**src/rtl/cpu_pkg.sv**
```systemverilog
// cpu_pkg: datapath constants shared by the pipeline buffers, decode and writeback
package cpu_pkg;
    localparam int DATA_W   = 32;
    localparam int REG_AW   = 6;
    localparam int NUM_REGS = 64;
    localparam int CNT_W    = 32;
endpackage

```
**src/rtl/regfile_2r1w.sv**
```systemverilog
// regfile_2r1w: register storage with async clear, one write port, two raw read ports
module regfile_2r1w
    import cpu_pkg::*;
#(
    parameter int DW = DATA_W,
    parameter int AW = REG_AW,
    parameter int N  = NUM_REGS
) (
    input  logic          clk,
    input  logic          rst_n,
    input  logic          we,
    input  logic [AW-1:0] waddr,
    input  logic [DW-1:0] wdata,
    input  logic [AW-1:0] ra0,
    input  logic [AW-1:0] ra1,
    output logic [DW-1:0] rd0,
    output logic [DW-1:0] rd1
);
    logic [DW-1:0] r_mem [N];

    // every register is writable, register 0 included; reset clears all of them
    always_ff @(posedge clk or negedge rst_n) begin
        if (!rst_n)
            for (int i = 0; i < N; i++) r_mem[i] <= '0;
        else if (we)
            r_mem[waddr] <= wdata;
    end

    assign rd0 = r_mem[ra0];
    assign rd1 = r_mem[ra1];
endmodule

```
**src/rtl/wb_regfile.sv**
```systemverilog
// wb_regfile: writeback mux, bypassed register file, jump-from-memory redirect, write counter
module wb_regfile #(
    parameter int DATA_W = cpu_pkg::DATA_W,
    parameter int REG_AW = cpu_pkg::REG_AW,
    parameter int CNT_W  = cpu_pkg::CNT_W
) (
    input  logic              clk,
    input  logic              rst_n,
    input  logic              Jm_in,
    input  logic              RegWrt_in,
    input  logic              ALUtoReg_in,
    input  logic [DATA_W-1:0] mem_res_in,
    input  logic [DATA_W-1:0] alu_res_in,
    input  logic [REG_AW-1:0] rd_in,
    input  logic [REG_AW-1:0] rs_addr,
    input  logic [REG_AW-1:0] rt_addr,
    output logic [DATA_W-1:0] rs_data,
    output logic [DATA_W-1:0] rt_data,
    output logic              jump_valid,
    output logic [DATA_W-1:0] jump_target,
    output logic [CNT_W-1:0]  wb_count
);
    logic [DATA_W-1:0] w_wb_data, w_rs_raw, w_rt_raw;
    logic              w_we;
    logic              r_jv;
    logic [DATA_W-1:0] r_jt;
    logic [CNT_W-1:0]  r_cnt;

    assign w_wb_data = ALUtoReg_in ? alu_res_in : mem_res_in;
    assign w_we      = RegWrt_in && rst_n;

    regfile_2r1w #(.DW(DATA_W), .AW(REG_AW), .N(cpu_pkg::NUM_REGS)) u_rf (
        .clk   (clk),
        .rst_n (rst_n),
        .we    (w_we),
        .waddr (rd_in),
        .wdata (w_wb_data),
        .ra0   (rs_addr),
        .ra1   (rt_addr),
        .rd0   (w_rs_raw),
        .rd1   (w_rt_raw)
    );

    // forward the value being written this cycle so decode never sees stale data
    always_comb begin
        rs_data = (w_we && rd_in == rs_addr) ? w_wb_data : w_rs_raw;
        rt_data = (w_we && rd_in == rt_addr) ? w_wb_data : w_rt_raw;
    end

    // redirect pulse follows Jm_in; the target always comes from memory data and holds otherwise
    always_ff @(posedge clk or negedge rst_n) begin
        if (!rst_n) begin
            r_jv <= 1'b0;
            r_jt <= '0;
        end else begin
            r_jv <= Jm_in;
            if (Jm_in) r_jt <= mem_res_in;
        end
    end

    // count committed writes, wrapping silently
    always_ff @(posedge clk or negedge rst_n) begin
        if (!rst_n)         r_cnt <= '0;
        else if (RegWrt_in) r_cnt <= r_cnt + CNT_W'(1);
    end

    assign jump_valid  = r_jv;
    assign jump_target = r_jt;
    assign wb_count    = r_cnt;
endmodule

```
**config.mk**
```make
export PLATFORM = sky130hd
export DESIGN_NAME = wb_regfile
export DESIGN_NICKNAME = d
export VERILOG_FILES = /design/src/rtl/cpu_pkg.sv /design/src/rtl/regfile_2r1w.sv /design/src/rtl/wb_regfile.sv
export SDC_FILE = /design/constraint.sdc
export NUM_CORES = 2
export LEC_CHECK = 0
export ABC_AREA = 0
export CAP_MARGIN = 25
export CORE_ASPECT_RATIO = 0.8
export CORE_MARGIN = 4
export CORE_UTILIZATION = 55
export DETAILED_ROUTE_END_ITERATION = 8
export PLACE_DENSITY = 0.81
export SLEW_MARGIN = 20
export SYNTH_ARGS = -nofsm -noshare
export SYNTH_HDL_FRONTEND = slang
export SYNTH_HIERARCHICAL = 1
export SYNTH_SLANG_ARGS = --single-unit
```
**constraint.sdc**
```tcl
create_clock -name clk -period 5.5 [get_ports clk]
set_input_delay 1.65 -clock clk [delete_from_list [all_inputs] [get_ports clk]]
set_output_delay 1.65 -clock clk [all_outputs]
set_load 0.005 [all_outputs]
```
---- Word-level counts from Yosys, hierarchy flattened ----
Index checks and enable logic that the tools add are counted.
cells by class
  multiplexer cells ....................... 12
  eq/ne operators ......................... 2
  reduce and logical (&&, ||, !) cells .... 4
  shift-type cells ........................ 0
  $lt $le $gt $ge ......................... 4
  div/mod/pow operators ................... 0
  add/sub/neg operators ................... 1
  bitwise logic cells ..................... 3
  multiply operators ...................... 0
operators by type and width
  operator                 number
  $bwmux W2048             1
  $bmux W32 S6             2
  $mux W32                 8
  $demux W32 S6            1
  $add A32 B1 Y32 const B  1
  $ge A7 B7 Y1 const B     3
  $not A6 Y7               3
  $eq A6 B6 Y1             2
  $lt A7 B1 Y1 const B     1
  $logic_and A1 B1 Y1      4
storage, ports and cells
  bits in writable memories ............... 0
  register bits ........................... 2113
  bits in latches ......................... 0
  output and inout bits ................... 129
  input bits .............................. 87
  word-level logic and storage cells ...... 93
  bits in read-only memories .............. 0
  memories kept ........................... 0

---- Depth between registers and ports, before layout ----
  word-level depth ........................ 6
  mapped depth ............................ 11

---- Modules after synthesis ----
Netlist, hierarchy kept.
modules (own cells, without submodules)
  module        area each (um^2)  seq. area each (um^2)  times used  cells each
  regfile_2r1w  108119.9          51249.2                1           6932
  wb_regfile    4057.6            1626.6                 1           314

---- Worst setup path after synthesis ----
No wires, ideal clock.
  kind .................................... input -> output
  start point ............................. input rt_addr[0]
  end point ............................... output rt_data[28]
  cell stages on the path ................. 8
  data arrival time ....................... 3.534 ns
  buffers on the path ..................... 3
  path slack .............................. 0.316 ns
  data required time ...................... 3.850 ns
  cell sequence ........................... buf_4 -> buf_2 -> buf_2 -> mux4_2 -> mux2_2 -> o22ai_1 -> nor3_1 -> mux2_1
between the ends
  cells in the longest elaborated chain, start to end .. 5
  elaborated cells between the ends (all ways) .. 7
  those cells by class .................... 1 x eq/ne; 4 x mux; 1 x bitwise; 1 x reduce/logical
RTL lines
  item                                          RTL line            RTL
  start, declared                               wb_regfile.sv:16    input logic [REG_AW-1:0] rt_addr,
  $not A6 Y7 (not written as such)              regfile_2r1w.sv:30  assign rd1 = r_mem[ra1];
  $bmux W32 S6                                  regfile_2r1w.sv:30
  $mux W32 (not written as such) (2 in series)  regfile_2r1w.sv:30
  via w_rt_raw[28]                              wb_regfile.sv:23    logic [DATA_W-1:0] w_wb_data, w_rs_raw, w_rt_raw;
  $mux W32                                      wb_regfile.sv:47    rt_data = (w_we && rd_in == rt_addr) ? w_wb_data : w_rt_raw;
  end, declared                                 wb_regfile.sv:18    output logic [DATA_W-1:0] rt_data,
The timed path passes the listed nets, and every way through them passes these cells. The select of a mux whose other input is x is not followed.

---- Worst setup path after layout ----
  start point ............................. input rs_addr[0]
  end point ............................... output rs_data[7]
between the ends
  cells in the longest elaborated chain, start to end .. 5
  elaborated cells between the ends (all ways) .. 7
  those cells by class .................... 1 x eq/ne; 4 x mux; 1 x bitwise; 1 x reduce/logical
RTL lines
  item                                          RTL line            RTL
  start, declared                               wb_regfile.sv:15    input logic [REG_AW-1:0] rs_addr,
  $not A6 Y7 (not written as such)              regfile_2r1w.sv:29  assign rd0 = r_mem[ra0];
  $bmux W32 S6                                  regfile_2r1w.sv:29
  $mux W32 (not written as such) (2 in series)  regfile_2r1w.sv:29
  via w_rs_raw[7]                               wb_regfile.sv:23
  $mux W32                                      wb_regfile.sv:46    rs_data = (w_we && rd_in == rs_addr) ? w_wb_data : w_rs_raw;
  end, declared                                 wb_regfile.sv:17    output logic [DATA_W-1:0] rs_data,
The timed path passes the listed nets, and every way through them passes these cells. The select of a mux whose other input is x is not followed.

==> impl_metrics.json <==
{
  "power_density_nw_per_um2": 294,
  "synth_area_sq_um": 112000,
  "syn_nets": 7334,
  "multi_input_area_sq_um": 60100,
  "worst_hold_path_type": "flip-flop to flip-flop",
  "critical_path_arrival_ns": 4.17,
  "cts.path.max_buffers": 3,
  "swShare_pct": 28.0,
  "synth_top_cell_by_area": "sky130_fd_sc_hd__dfrtp_1",
  "vdd.ir_drop.worst_v": 0.000368,
  "cts_num_sinks": 2113,
  "cp_max_fo": 7,
  "cts_max_level": 4,
  "finalNonFillerCells": 11100,
  "synth_area_per_cell_sq_um": 15.5,
  "met2_usage_pct": 56.2,
  "violations": "negative setup slack",
  "tritoncts_buffer_count": 207,
  "floorplan.initialDensity_pct": 55.6,
  "yosys.cell_count.top_type": "sky130_fd_sc_hd__mux2_2",
  "synth.yosys.warnings": 6,
  "nets": 8344,
  "die_width_um": 513,
  "track_usage_pct": 40.4,
  "detailedRoute.firstIterationViolations": 13600,
  "synth_seq_cells": 2113,
  "timing.setup.tns_ns": -9.61,
  "slew_headroom_pct": 23.7,
  "globalRouteMet3Util_pct": 19.7,
  "switchingPower_mw": 11.7,
  "placed_cells_incl_taps": 10400,
  "drv_cap": 0,
  "worst_slew_pin_slew_ns": 1.14,
  "outcome": "finished with violations",
  "sequential_cell_area_sq_um": 52900,
  "timing.final.ws_setup_ns": -0.316,
  "number_of_vias_after_detailed_routing": 85400,
  "cp.required_ns": 3.85,
  "post_drt_via_cell_ratio": 7.67,
  "global_route_wire_length_before_repair_mm": 617,
  "detail_route.first_pass.iterations": 9,
  "fin_skew_ns": 0.00775,
  "critPathCaptureType": "output port",
  "proportion_of_layout_cells_with_a_drive_suffix_above_1_pct": 65.6,
  "layout_min_cycle_time_ns": 5.82,
  "endpoints_failing_setup": 63,
  "die_area_sq_um": 211000,
  "fill_cells": 11500,
  "ys_top_cells_by_area": "sky130_fd_sc_hd__dfrtp_1 47%, sky130_fd_sc_hd__mux2_2 21%, sky130_fd_sc_hd__mux4_2 20%, sky130_fd_sc_hd__clkbuf_1 1.2%, sky130_fd_sc_hd__o22ai_1 1.1%",
  "achievable-frequency_mhz": 172,
  "crit_path_start_kind": "primary input",
  "drt.antenna.violating_nets": 0,
  "route.final.wire_length_mm": 441,
  "dp.final_hpwl_mm": 255,
  "fraction_of_registers_with_async_set_or_reset_after_synthesis_pct": 100,
  "detailed_place.area_sq_um": 124000,
  "finalMaxSlewViolations": 0,
  "layout_worst_path_cycle_share_pct": 106,
  "clock_tree_from_tritoncts": "done",
  "grt_pass1_vias": 86700,
  "die_h_um": 412,
  "cts_root_buf": "sky130_fd_sc_hd__clkbuf_16",
  "area_growth_from_synthesis_to_layout_pct": 26.2,
  "post-synth-top-area-fraction_pct": 47.1,
  "clkPwrFrac_pct": 37.3,
  "holdBufCountCts": 0,
  "critical_path_class": "primary input to output port",
  "grt_max_degree": 195,
  "synth_sequential_area_ratio_pct": 47.1,
  "synth.lib_cells_used.distinct": 61,
  "dominantRegCellSynth": "sky130_fd_sc_hd__dfrtp_1",
  "port_buffers": 215,
  "number_of_antenna_violations_at_the_first_check_in_global_routing": 23,
  "place.gp.congestion": 0.980,
  "wire_per_inst_um": 39.6,
  "internal_power_mw": 29.9,
  "power.sequential.fraction_pct": 43.5,
  "route.detailed.drc": 0,
  "grt_remaining_overflow": 0,
  "synth_enable_flop_cells": 0,
  "postLayoutCellArea_sq_um": 142000,
  "grt_setup_unrepaired": "true",
  "timing.hold.ws_ns": 0.486,
  "cts_clk_pin_slew_worst_paths_ns": 0.07,
  "synthCells": 7246,
  "placeable_core_region_sq_um": 202000,
  "placementRows": 147,
  "leakage_nw": 63.7,
  "floorplan.io_pins": 216,
  "use_met1_pct": 48.9,
  "pwr-share-comb_pct": 19.1,
  "grt-busiest-layer": "met2",
  "worst_skew_pair.late_latency_ns": 0.88,
  "synth_top_cells_by_count": "2131 x sky130_fd_sc_hd__mux2_2, 2113 x sky130_fd_sc_hd__dfrtp_1, 1014 x sky130_fd_sc_hd__mux4_2",
  "final-hold-violation-count": 0,
  "setup.reg_to_reg.worst_slack_ns": 3.62
}
worst max-delay path, cell delays in order:
cell and delay [ns]:
sky130_fd_sc_hd__buf_16 0.17, sky130_fd_sc_hd__buf_16 0.16, sky130_fd_sc_hd__buf_4 0.14, sky130_fd_sc_hd__buf_16 0.14
sky130_fd_sc_hd__buf_12 0.14, sky130_fd_sc_hd__mux4_2 0.65, sky130_fd_sc_hd__o221ai_4 0.28, sky130_fd_sc_hd__a21oi_4 0.08
sky130_fd_sc_hd__a21oi_4 0.25, sky130_fd_sc_hd__a221oi_4 0.08, sky130_fd_sc_hd__mux2_4 0.28, sky130_fd_sc_hd__buf_6 0.12
final timing paths:
| path | from | endpoint | cells past startpoint |
|---|---|---|---|
| max | rs_addr[0] | rs_data[7] | 12 |
| min in group asynchronous | rst_n | wb_count[29] | 2 |
| min reg2reg | wb_count[31] | wb_count[31] | 1 |
| max in group asynchronous | rst_n | u_rf/r_mem[1558] | 6 |
| max reg2reg | wb_count[2] | wb_count[25] | 4 |
| min | wb_count[31] | wb_count[31] | 1 |
state kept, by name, indices dropped and copies added (netlist names):
name and cells:
jump_target 32, jump_valid 1, u_rf/r_mem 2048, wb_count 32
power groups by stage:
stage          clock (mW)  combinational (mW)  sequential, mW
2_1_floorplan           0                3.92            17.8
3_3_place_gp            0                6.27            18.0
3_5_place_dp            0                6.45            18.2
4_1_cts              15.4                7.35            17.9
5_1_grt              16.2                8.18            18.2
6_report             15.5                7.96            18.1
layout by cell type (no fill, tap or decap), types with 23 or more instances in the layout:
cell	n
sky130_fd_sc_hd__nor2_1	31
sky130_fd_sc_hd__nand2_1	35
sky130_fd_sc_hd__clkbuf_16	219
sky130_fd_sc_hd__mux2i_1	61
sky130_fd_sc_hd__mux4_2	1014
sky130_fd_sc_hd__o22ai_4	42
sky130_fd_sc_hd__clkbuf_1	38
sky130_fd_sc_hd__o22ai_2	69
sky130_fd_sc_hd__xnor2_1	29
sky130_fd_sc_hd__o22ai_1	78
sky130_fd_sc_hd__clkinv_2	39
sky130_fd_sc_hd__nand2_2	28
sky130_fd_sc_hd__buf_6	185
sky130_fd_sc_hd__buf_16	63
sky130_fd_sc_hd__o221ai_2	24
sky130_fd_sc_hd__nor2_4	58
sky130_fd_sc_hd__a221oi_4	42
sky130_fd_sc_hd__a22oi_1	24
sky130_fd_sc_hd__mux2_4	85
sky130_fd_sc_hd__nor2b_1	38
sky130_fd_sc_hd__clkbuf_8	48
sky130_fd_sc_hd__mux2_1	53
sky130_fd_sc_hd__diode_2	24
sky130_fd_sc_hd__a22o_1	53
sky130_fd_sc_hd__buf_12	245
sky130_fd_sc_hd__nand3_1	32
sky130_fd_sc_hd__buf_4	898
sky130_fd_sc_hd__clkdlybuf4s50_1	135
sky130_fd_sc_hd__a21oi_2	23
sky130_fd_sc_hd__a221oi_2	41
sky130_fd_sc_hd__dfrtp_1	2113
sky130_fd_sc_hd__bufinv_16	25
sky130_fd_sc_hd__mux2_2	2090
sky130_fd_sc_hd__buf_8	36
routing by layer:
metal | vias up | wire [um] | part of all wire (%)
li1 | 30500 | - | -
met1 | 43800 | 142000 | 32
met2 | 8416 | 184000 | 42
met3 | 2664 | 71900 | 16
met5 | - | 875 | 0.20
met4 | 30 | 41900 | 9.5
cell families (layout without fill, tap and decap cells):
group                      count (synthesis)  after routing  synth area share (%)
AOI/OAI and AO/OA                        564            564                  3.66
xor gates and xnor gates                  43             43                 0.336
adders and majority gates                  1              1                0.0112
buffers and inverters                    792           1977                  3.35
DFF                                     2113           2113                  47.1
muxes                                   3330           3330                  43.6
other                                      0             24                     0
and+or+nand+nor                          403            403                  1.90
layout make-up:
type | count | area share (%)
clock buffers | 297 | 4.30
diodes | 24 | 0.0424
clock inverters | 87 | 0.849
repair buffers | 1588 | 12.6
multi-input cells | 4341 | 42.4
well taps | 2682 | 2.37
flip-flops and latches | 2113 | 37.4
inverters | 5 | 0.0150
through the flow:
step / utilization, % / setup slack [ns] / power (mW)
2_1_floorplan: - / 0.316 / 21.7
3_3_place_gp: 61.6 / -1.20 / 24.3
3_5_place_dp: 61.6 / -1.15 / 24.6
4_1_cts: 69.1 / -0.204 / 40.7
5_1_grt: 70.1 / -0.293 / 42.5
6_report: 70.1 / -0.316 / 41.6
what timing repair did:
item,CTS,global route
hold endpoints to repair,0,0
setup buffers,286,109
gates cloned,34,8
pin swaps,199,153
endpoints found under the setup margin,64,64
gates resized for setup,1147,283
No activity file was read; power rests on OpenSTA's default activity.
